==> src/rtl/rtc_pkg.sv <==
// Shared definitions for the register-transfer controller: op encodings,
// controller states, default sizing and a small index range helper.
// Optional feature macro: RTC_SWAP_EN (enables the SWAP sequence states).
package rtc_pkg;

   localparam int DEFAULT_WIDTH = 3;
   localparam int DEFAULT_NREG  = 4;

   typedef enum logic [1:0] {
      OP_NOP   = 2'b00,
      OP_MOVE  = 2'b01,
      OP_SWAP  = 2'b10,
      OP_LOADI = 2'b11
   } rtc_op_e;

   typedef enum logic [2:0] {
      ST_IDLE = 3'd0,
      ST_XFER = 3'd1,
`ifdef RTC_SWAP_EN
      ST_SW1  = 3'd2,
      ST_SW2  = 3'd3,
      ST_SW3  = 3'd4,
`endif
      ST_DONE = 3'd5,
      ST_ERR  = 3'd6
   } rtc_state_e;

   // True when a register index addresses a register that actually exists.
   function automatic logic idx_in_range(input logic [31:0] idx, input logic [31:0] nreg);
      return idx < nreg;
   endfunction

endpackage

==> src/rtl/rtc_if.sv <==
// Command/status/read-port bundle between a command source (master) and the
// register-transfer controller (slave).
interface rtc_if
   import rtc_pkg::*;
#(
   parameter int WIDTH = DEFAULT_WIDTH,
   parameter int NREG  = DEFAULT_NREG
) ();

   localparam int IDXW = $clog2(NREG);

   logic            req_valid;
   logic            req_ready;
   logic [1:0]      req_op;
   logic [IDXW-1:0] req_src;
   logic [IDXW-1:0] req_dst;
   logic [WIDTH-1:0] req_imm;
   logic            busy;
   logic            done;
   logic            err;
   logic [IDXW-1:0] rd_sel;
   logic [WIDTH-1:0] rd_data;

   modport master (
      output req_valid, req_op, req_src, req_dst, req_imm, rd_sel,
      input  req_ready, busy, done, err, rd_data
   );

   modport slave (
      input  req_valid, req_op, req_src, req_dst, req_imm, rd_sel,
      output req_ready, busy, done, err, rd_data
   );

endinterface

==> src/rtl/rtc_reg_bank.sv <==
// Bank of NREG WIDTH-bit registers sharing one write bus. Each register has
// its own load enable; one internal read port feeds the controller's bus and
// one external read port serves rd_sel/rd_data. Out-of-range reads return 0.
module rtc_reg_bank
   import rtc_pkg::*;
#(
   parameter int WIDTH = DEFAULT_WIDTH,
   parameter int NREG  = DEFAULT_NREG
) (
   input  logic                      clk,
   input  logic                      rst_n,
   input  logic [NREG-1:0]           load,
   input  logic [WIDTH-1:0]          wr_bus,
   input  logic [$clog2(NREG)-1:0]   bus_sel,
   output logic [WIDTH-1:0]          bus_data,
   input  logic [$clog2(NREG)-1:0]   rd_sel,
   output logic [WIDTH-1:0]          rd_data
);

   localparam int IDXW = $clog2(NREG);

   logic [NREG-1:0][WIDTH-1:0] regs_q;
   logic [NREG-1:0][WIDTH-1:0] regs_d;

   // Next bank contents: a register takes the shared bus only when its load is set.
   always_comb begin
      regs_d = regs_q;
      for (int i = 0; i < NREG; i++) begin
         if (load[i]) begin
            regs_d[i] = wr_bus;
         end
      end
   end

   // Bank storage, cleared by the asynchronous reset.
   always_ff @(posedge clk or negedge rst_n) begin
      if (!rst_n) begin
         regs_q <= '0;
      end else begin
         regs_q <= regs_d;
      end
   end

   // Read muxes: compare against every legal index so out-of-range selects read as 0.
   always_comb begin
      bus_data = '0;
      rd_data  = '0;
      for (int i = 0; i < NREG; i++) begin
         if (bus_sel == IDXW'(i)) begin
            bus_data = regs_q[i];
         end
         if (rd_sel == IDXW'(i)) begin
            rd_data = regs_q[i];
         end
      end
   end

endmodule

==> src/rtl/reg_transfer_ctrl.sv <==
// Register-transfer controller: accepts one command at a time (NOP, MOVE,
// SWAP, LOADI), latches its operands, range-checks indices and sequences the
// register bank load enables so at most one register is written per cycle.
// Optional feature macro: RTC_SWAP_EN. When undefined, the TMP register and
// the SW1..SW3 states are absent and SWAP is rejected through ERR.
module reg_transfer_ctrl
   import rtc_pkg::*;
#(
   parameter int WIDTH = DEFAULT_WIDTH,
   parameter int NREG  = DEFAULT_NREG
) (
   input  logic CLK,
   input  logic RESETn,
   rtc_if.slave bus
);

   localparam int IDXW = $clog2(NREG);

   rtc_state_e       state_q, state_d;
   rtc_op_e          op_q, op_d;
   logic [IDXW-1:0]  src_q, src_d;
   logic [IDXW-1:0]  dst_q, dst_d;
   logic [WIDTH-1:0] imm_q, imm_d;
`ifdef RTC_SWAP_EN
   logic [WIDTH-1:0] tmp_q, tmp_d;
`endif

   logic [NREG-1:0]  load;
   logic [NREG-1:0]  src_onehot;
   logic [NREG-1:0]  dst_onehot;
   logic [WIDTH-1:0] wr_bus;
   logic [WIDTH-1:0] bank_data;
   logic [IDXW-1:0]  bank_sel;
   logic             req_src_ok;
   logic             req_dst_ok;

   rtc_reg_bank #(
      .WIDTH (WIDTH),
      .NREG  (NREG)
   ) u_bank (
      .clk      (CLK),
      .rst_n    (RESETn),
      .load     (load),
      .wr_bus   (wr_bus),
      .bus_sel  (bank_sel),
      .bus_data (bank_data),
      .rd_sel   (bus.rd_sel),
      .rd_data  (bus.rd_data)
   );

   // Index decode: range check of the incoming command and one-hot loads from latched indices.
   always_comb begin
      req_src_ok = idx_in_range(32'(bus.req_src), 32'(NREG));
      req_dst_ok = idx_in_range(32'(bus.req_dst), 32'(NREG));
      src_onehot = '0;
      dst_onehot = '0;
      for (int i = 0; i < NREG; i++) begin
         src_onehot[i] = (src_q == IDXW'(i));
         dst_onehot[i] = (dst_q == IDXW'(i));
      end
   end

   // Controller next state, command latch, bus source select and load enables.
   always_comb begin
      state_d  = state_q;
      op_d     = op_q;
      src_d    = src_q;
      dst_d    = dst_q;
      imm_d    = imm_q;
`ifdef RTC_SWAP_EN
      tmp_d    = tmp_q;
`endif
      load     = '0;
      wr_bus   = '0;
      bank_sel = src_q;

      case (state_q)
         ST_IDLE: begin
            if (bus.req_valid) begin
               op_d  = rtc_op_e'(bus.req_op);
               src_d = bus.req_src;
               dst_d = bus.req_dst;
               imm_d = bus.req_imm;
               case (rtc_op_e'(bus.req_op))
                  OP_NOP:   state_d = ST_DONE;
                  OP_MOVE:  state_d = (req_src_ok && req_dst_ok) ? ST_XFER : ST_ERR;
                  OP_LOADI: state_d = req_dst_ok ? ST_XFER : ST_ERR;
`ifdef RTC_SWAP_EN
                  OP_SWAP:  state_d = (req_src_ok && req_dst_ok) ? ST_SW1 : ST_ERR;
`else
                  OP_SWAP:  state_d = ST_ERR;
`endif
                  default:  state_d = ST_ERR;
               endcase
            end
         end
         ST_XFER: begin
            wr_bus  = (op_q == OP_LOADI) ? imm_q : bank_data;
            load    = dst_onehot;
            state_d = ST_DONE;
         end
`ifdef RTC_SWAP_EN
         ST_SW1: begin
            tmp_d   = bank_data;
            state_d = ST_SW2;
         end
         ST_SW2: begin
            bank_sel = dst_q;
            wr_bus   = bank_data;
            load     = src_onehot;
            state_d  = ST_SW3;
         end
         ST_SW3: begin
            wr_bus  = tmp_q;
            load    = dst_onehot;
            state_d = ST_DONE;
         end
`endif
         ST_DONE: state_d = ST_IDLE;
         ST_ERR:  state_d = ST_IDLE;
         default: state_d = ST_IDLE;
      endcase
   end

   // Controller state and latched command; reset abandons any sequence in flight.
   always_ff @(posedge CLK or negedge RESETn) begin
      if (!RESETn) begin
         state_q <= ST_IDLE;
         op_q    <= OP_NOP;
         src_q   <= '0;
         dst_q   <= '0;
         imm_q   <= '0;
`ifdef RTC_SWAP_EN
         tmp_q   <= '0;
`endif
      end else begin
         state_q <= state_d;
         op_q    <= op_d;
         src_q   <= src_d;
         dst_q   <= dst_d;
         imm_q   <= imm_d;
`ifdef RTC_SWAP_EN
         tmp_q   <= tmp_d;
`endif
      end
   end

   assign bus.req_ready = (state_q == ST_IDLE);
   assign bus.busy      = (state_q != ST_IDLE);
   assign bus.done      = (state_q == ST_DONE);
   assign bus.err       = (state_q == ST_ERR);

endmodule
==> src/flat_wrapper.sv <==
// flat-port wrapper written by rule: the top's interface ports become plain ports
module reg_transfer_ctrl_flat import rtc_pkg::*;
#(
   parameter int WIDTH = DEFAULT_WIDTH,
   parameter int NREG  = DEFAULT_NREG
)
  (CLK, RESETn, bus_req_valid, bus_req_op, bus_req_src, bus_req_dst, bus_req_imm, bus_rd_sel, bus_req_ready, bus_busy, bus_done, bus_err, bus_rd_data);
  rtc_if #(.WIDTH(WIDTH), .NREG(NREG)) bus_i ();
  input  logic CLK;
  input  logic RESETn;
  input wire logic [$bits(bus_i.req_valid)-1:0] bus_req_valid;
  input wire logic [$bits(bus_i.req_op)-1:0] bus_req_op;
  input wire logic [$bits(bus_i.req_src)-1:0] bus_req_src;
  input wire logic [$bits(bus_i.req_dst)-1:0] bus_req_dst;
  input wire logic [$bits(bus_i.req_imm)-1:0] bus_req_imm;
  input wire logic [$bits(bus_i.rd_sel)-1:0] bus_rd_sel;
  output wire logic [$bits(bus_i.req_ready)-1:0] bus_req_ready;
  output wire logic [$bits(bus_i.busy)-1:0] bus_busy;
  output wire logic [$bits(bus_i.done)-1:0] bus_done;
  output wire logic [$bits(bus_i.err)-1:0] bus_err;
  output wire logic [$bits(bus_i.rd_data)-1:0] bus_rd_data;
  assign bus_i.req_valid = bus_req_valid;
  assign bus_i.req_op = bus_req_op;
  assign bus_i.req_src = bus_req_src;
  assign bus_i.req_dst = bus_req_dst;
  assign bus_i.req_imm = bus_req_imm;
  assign bus_i.rd_sel = bus_rd_sel;
  assign bus_req_ready = bus_i.req_ready;
  assign bus_busy = bus_i.busy;
  assign bus_done = bus_i.done;
  assign bus_err = bus_i.err;
  assign bus_rd_data = bus_i.rd_data;
  reg_transfer_ctrl #(.WIDTH(WIDTH), .NREG(NREG)) u_core (.CLK(CLK), .RESETn(RESETn), .bus(bus_i));
endmodule
==> config.mk <==
export PLATFORM = sky130hd
export DESIGN_NAME = reg_transfer_ctrl_flat
export DESIGN_NICKNAME = d
export VERILOG_FILES = /design/src/rtl/rtc_pkg.sv /design/src/rtl/rtc_if.sv /design/src/rtl/rtc_reg_bank.sv /design/src/rtl/reg_transfer_ctrl.sv /design/src/flat_wrapper.sv
export SDC_FILE = /design/constraint.sdc
export NUM_CORES = 1
export LEC_CHECK = 0
export CORE_MARGIN = 1.5
export CORE_UTILIZATION = 55
export DETAILED_ROUTE_END_ITERATION = 7
export GPL_ROUTABILITY_DRIVEN = 0
export PLACE_DENSITY = 0.83
export SYNTH_ARGS = -nofsm -noshare
export SYNTH_HDL_FRONTEND = slang
export SYNTH_HIERARCHICAL = 1
export SYNTH_SLANG_ARGS = --single-unit
==> constraint.sdc <==
create_clock -name CLK -period 3.66 [get_ports CLK]
set_input_delay 0.915 -clock CLK [delete_from_list [all_inputs] [get_ports CLK]]
set_output_delay 0.915 -clock CLK [all_outputs]
set_load 0.05 [all_outputs]
Word-level counts from Yosys, hierarchy flattened
Index checks and enable logic that the tools add are counted.
W data, S select, Z words.
Cells by class
  equality and inequality tests: 17
  muxes and demuxes: 14
  reduce and logical (&&, ||, !) cells: 8
Operator list (number)
  $mux W3: 11
  $eq A2 B2 Y1 const B: 9
  $pmux W3 S3: 1
  $eq A2 B1 Y1 const B: 4
  $logic_not A2 Y1: 4
  $eq A3 B3 Y1 const B: 2
  $pmux W3 S2: 1
  $mux W4: 1
  $eq A3 B1 Y1 const B: 1
  $logic_not A3 Y1: 1
  $reduce_bool A3 Y1: 1
  $ne A2 B2 Y1 const B: 1
  $reduce_and A2 Y1: 1
  $reduce_or A2 Y1: 1
Storage, ports and cells
  register bits: 24
  output and inout port bits: 7
  word-level logic and storage cells: 48

Depth between registers and ports, before layout
  depth in word-level cells: 7
  depth in mapped cells: 4
  depth with buffers taken out: 4

Cells and area by module
Netlist, hierarchy kept.
By module, submodules not included
  reg_transfer_ctrl: times used 1, cells each 50, area each 614.3 sq um, seq. area each 300.3 sq um
  rtc_reg_bank: times used 1, cells each 30, area each 593.1 sq um, seq. area each 300.3 sq um

Worst setup path after synthesis
Ideal clock, no wire load.
  kind: input -> output
  start point: input port bus_rd_sel[0]
  end point: output port bus_rd_data[0]
  data arrival time: 1.695 ns
  data required time: 2.745 ns
  setup slack: 1.050 ns
  cell stages on the path: 1
  path buffers: 0
  cells stage by stage: mux4_1
On the way
  cells in the longest elaborated chain, start to end: 5
  elaborated cells between the ends (all ways): 8
  classes of those cells: eq/ne (3); mux (4); reduce/logical (1)
Ends and longest elaborated chain
  from (decl): line flat_wrapper.sv:16  | input wire logic [$bits(bus_i.rd_sel)-1:0] bus_rd_sel;
  $logic_not A2 Y1: line rtc_reg_bank.sv:52  | if (rd_sel == IDXW'(i)) begin
  $mux W3 (3 in series): line rtc_reg_bank.sv:52
  $mux W3 *: line rtc_reg_bank.sv:52
  to (decl): line flat_wrapper.sv:21  | output wire logic [$bits(bus_i.rd_data)-1:0] bus_rd_data;
Every way passes the cells marked *; elsewhere a longest branch is shown, timed or not.

Worst setup path in the final report
  start point: input port bus_rd_sel[0]
  end point: output port bus_rd_data[2]
Same word-level chain as after synthesis.

==> run_results.csv <==
group,metric,value,unit
clock_tree,cts.sinks,24,
yosys,syn_area_per_cell,15.1,um2
sta,fin_skew,0.00199,ns
setup_path,worstPathArrival,2.24,ns
floorplanning,row_count,16,
detailed_routing,vias,771,
cells_and_area,final_nets,118,
setup_path,cp_cell_sequence,"clkdlybuf4s50_1 -> mux4_1 -> buf_4",
yosys,synth_flop_cell,"dfrtp_1",
detailed_routing,totalWireLength,2420,um
min_path,hp-start,"u_core/state_q[2]$_DFFE_PN0P_",
yosys,yosysSeqAreaShare,49.7,%
floorplanning,coreArea,2020,um2
min_path,holdCritPathClass,"reg -> reg",
grt,grt_pass1_wl,3930,um
place,dp_hpwl,1870,um
yosys,syn-num-nets,94,
sta,finalCritPeriodShare,86.2,%
floorplanning,die-area,2490,um2
sta,tns,0,ns
sta,slew_headroom,30.0,%
status,status,"completed",
sta,maxSlewViolCount,0,
grt,grt_max_degree,25,
yosys,synth_area,1210,um2
setup_path,crit_path_end_kind,"output pin",
power,power.density,778,nW/um2
detailed_routing,detail-route-antenna-nets,0,
cells_and_area,layout-drive-gt1-share,31.4,%
clock_tree,post_cts_buffers,0,
setup_path,r2r_setup_slack,1.71,ns
floorplanning,die_x,49.9,um
detailed_routing,avgRoutedWirePerCell,18.7,um
grt,grt_pass1_vias,831,
clock_tree,cts-buffers-inserted,3,
sta,worst_pin_slew,1.05,ns
flow_run,cap_violations,0,
power,leakage,0.000674,uW
detailed_routing,drt_iter0_drc,12,
grt,grt_use_total,22.1,%
clock_tree,cts-htree-levels,1,
clock_tree,cts-hold-fix-buffers,0,
setup_path,critPathMaxFanout,3,
cells_and_area,antenna_cells,0,
yosys,synth_edf_count,0,
setup_path,regToRegStartpoint,"u_core/state_q[1]$_DFFE_PN0P_",
clock_tree,cts_buffer_depth,2,
setup_path,cpMaxStageDelayCell,"mux4_1",
grt,grt_overflow,0,
yosys,synth_cells,80,
floorplanning,initial_core_util,59.7,%
setup_path,ff2ff_path_depth,4,
clock_tree,cts_root_buf,"clkbuf_4",
yosys,synth_warnings,6,
sta,hold_viol,0,
power,irDropWorstVdd,0.471,mV
setup_path,cpPeakStageDelay,0.58,ns
place,portBuffers,20,
floorplanning,die_y,49.9,um
sta,fmax,317,MHz
place,dpl_cell_area,1410,um2
clock_tree,clk_latency,0.30,ns
min_path,min_to,"u_core/state_q[2]$_DFFE_PN0P_",
detailed_routing,routed_via_density,5.98,
setup_path,crit_required,2.74,ns
clock_tree,cts_resized,0,
setup_path,reg2reg_to,"u_core/u_bank/regs_q[6]$_DFFE_PN0P_",
sta,final-setup-viol-count,0,
grt,antenna_found_initial,0,
min_path,hold_depth,1,
cells_and_area,design_area,1440,um2
yosys,synthArstFlopShare,100,%
clock_tree,path_clk_slew,0.12,ns
sta,rsz0062_at_grt,"false",
yosys,ys_types,19,
detailed_routing,route.detailed.drc,0,
setup_path,worstSetupStartpointType,"input port",
sta,period_needed,3.16,ns
floorplanning,io_pins,21,
yosys,ys_ff_latch,24,
clock_tree,cts_tree,"done",
detailed_routing,first_pass_iters,4,
cells_and_area,syn2layout_area_growth,19.0,%
setup_path,crit_type,"in -> out",
==> metal layers <==
| metal | part of all wire, % | global-route usage [%] |
|---|---|---|
| met5 | 0 | 0 |
| met3 | 3.9 | 4.55 |
| met1 | 43 | 27.3 |
| met4 | 2.6 | 10.2 |
| met2 | 50 | 37.3 |
==> layout make-up <==
| class | instances | area (um2) |
|---|---|---|
| Inverter | 2 | 7.51 |
| Clock buffer | 3 | 22.5 |
| Multi-Input combinational cell | 53 | 579 |
| Sequential cell | 24 | 601 |
| Fill cell | 141 | 586 |
| Tap cell | 27 | 33.8 |
| Timing Repair Buffer | 20 | 193 |
==> sequential cells by signal, summed over array words and instances (netlist names) <==
name	flops
u_core/u_bank/regs_q	12
u_core/state_q	3
u_core/bank_sel	2
u_core/dst_q	2
u_core/op_q	2
u_core/imm_q	3
==> worst max-delay path: cells and delay by family <==
family / cells / cell delay [ns]
buffers and inverters: 2 / 0.74
muxes: 1 / 0.58
==> Yosys cell counts, types with 2 or more instances <==
| cell type | number | area [um2] |
|---|---|---|
| a21oi_1 | 4 | 20.0 |
| mux2_4 | 9 | 135 |
| inv_1 | 2 | 7.51 |
| mux2_2 | 12 | 135 |
| mux4_1 | 6 | 158 |
| nand2_1 | 6 | 22.5 |
| nor3_1 | 2 | 10.0 |
| nand3_1 | 3 | 15.0 |
| nor3b_1 | 2 | 15.0 |
| dfrtp_1 | 24 | 601 |
| nor2_1 | 2 | 7.51 |
==> power by group <==
part | internal, uW | leakage (uW) | switching, uW | total, uW
clock | 38.4 | 0.0000138 | 71.1 | 109
sequential | 376 | 0.000311 | 117 | 493
combinational | 268 | 0.000349 | 247 | 515
==> worst max-delay path by stage <==
stage | end | slack [ns] | start | depth (start not counted)
finish | bus_rd_data[2] | 0.50 | bus_rd_sel[0] | 3
CTS | bus_rd_data[2] | 0.50 | bus_rd_sel[0] | 3
global placement | bus_rd_data[2] | 0.52 | bus_rd_sel[0] | 3
global route | bus_rd_data[2] | 0.46 | bus_rd_sel[0] | 3
detailed placement | bus_rd_data[2] | 0.50 | bus_rd_sel[0] | 3
floorplan | bus_rd_data[0] | 1.05 | bus_rd_sel[0] | 1
==> per-stage QoR <==
step,total power (uW),instances,util (%),hold WS [ns],worst slack (ns)
after CTS,1120,129,71.0,0.533,0.496
after global placement,976,126,69.9,0.503,0.525
after floorplan,868,80,-,0.482,1.05
after global routing,1180,129,71.0,0.563,0.464
after detailed placement,1010,126,69.9,0.493,0.501
final,1120,129,71.0,0.534,0.504
==> layout by cell type (no fill, tap or decap), drive strengths merged <==
| cell type | count |
|---|---|
| nor3b | 2 |
| nand2 | 6 |
| inv | 2 |
| nor2 | 2 |
| clkdlybuf4s50 | 17 |
| buf | 3 |
| a21boi | 1 |
| and3 | 1 |
| and3b | 1 |
| mux4 | 6 |
| o21a | 1 |
| dfrtp | 24 |
| and4 | 1 |
| and2 | 1 |
| a21oi | 4 |
| mux2 | 21 |
| clkbuf | 3 |
| nand3 | 3 |
| nor3 | 3 |
==> cell families (layout without fill, tap and decap cells) <==
logic type | Yosys count | count (layout) | share of synthesized area, %
AOI/OAI and AO/OA | 6 | 6 | 2.90
buffers and inverters | 3 | 25 | 2.28
DFF | 24 | 24 | 49.7
muxes | 27 | 27 | 35.4
and+or+nand+nor | 20 | 20 | 9.64
(Power assumes the default switching activity.)
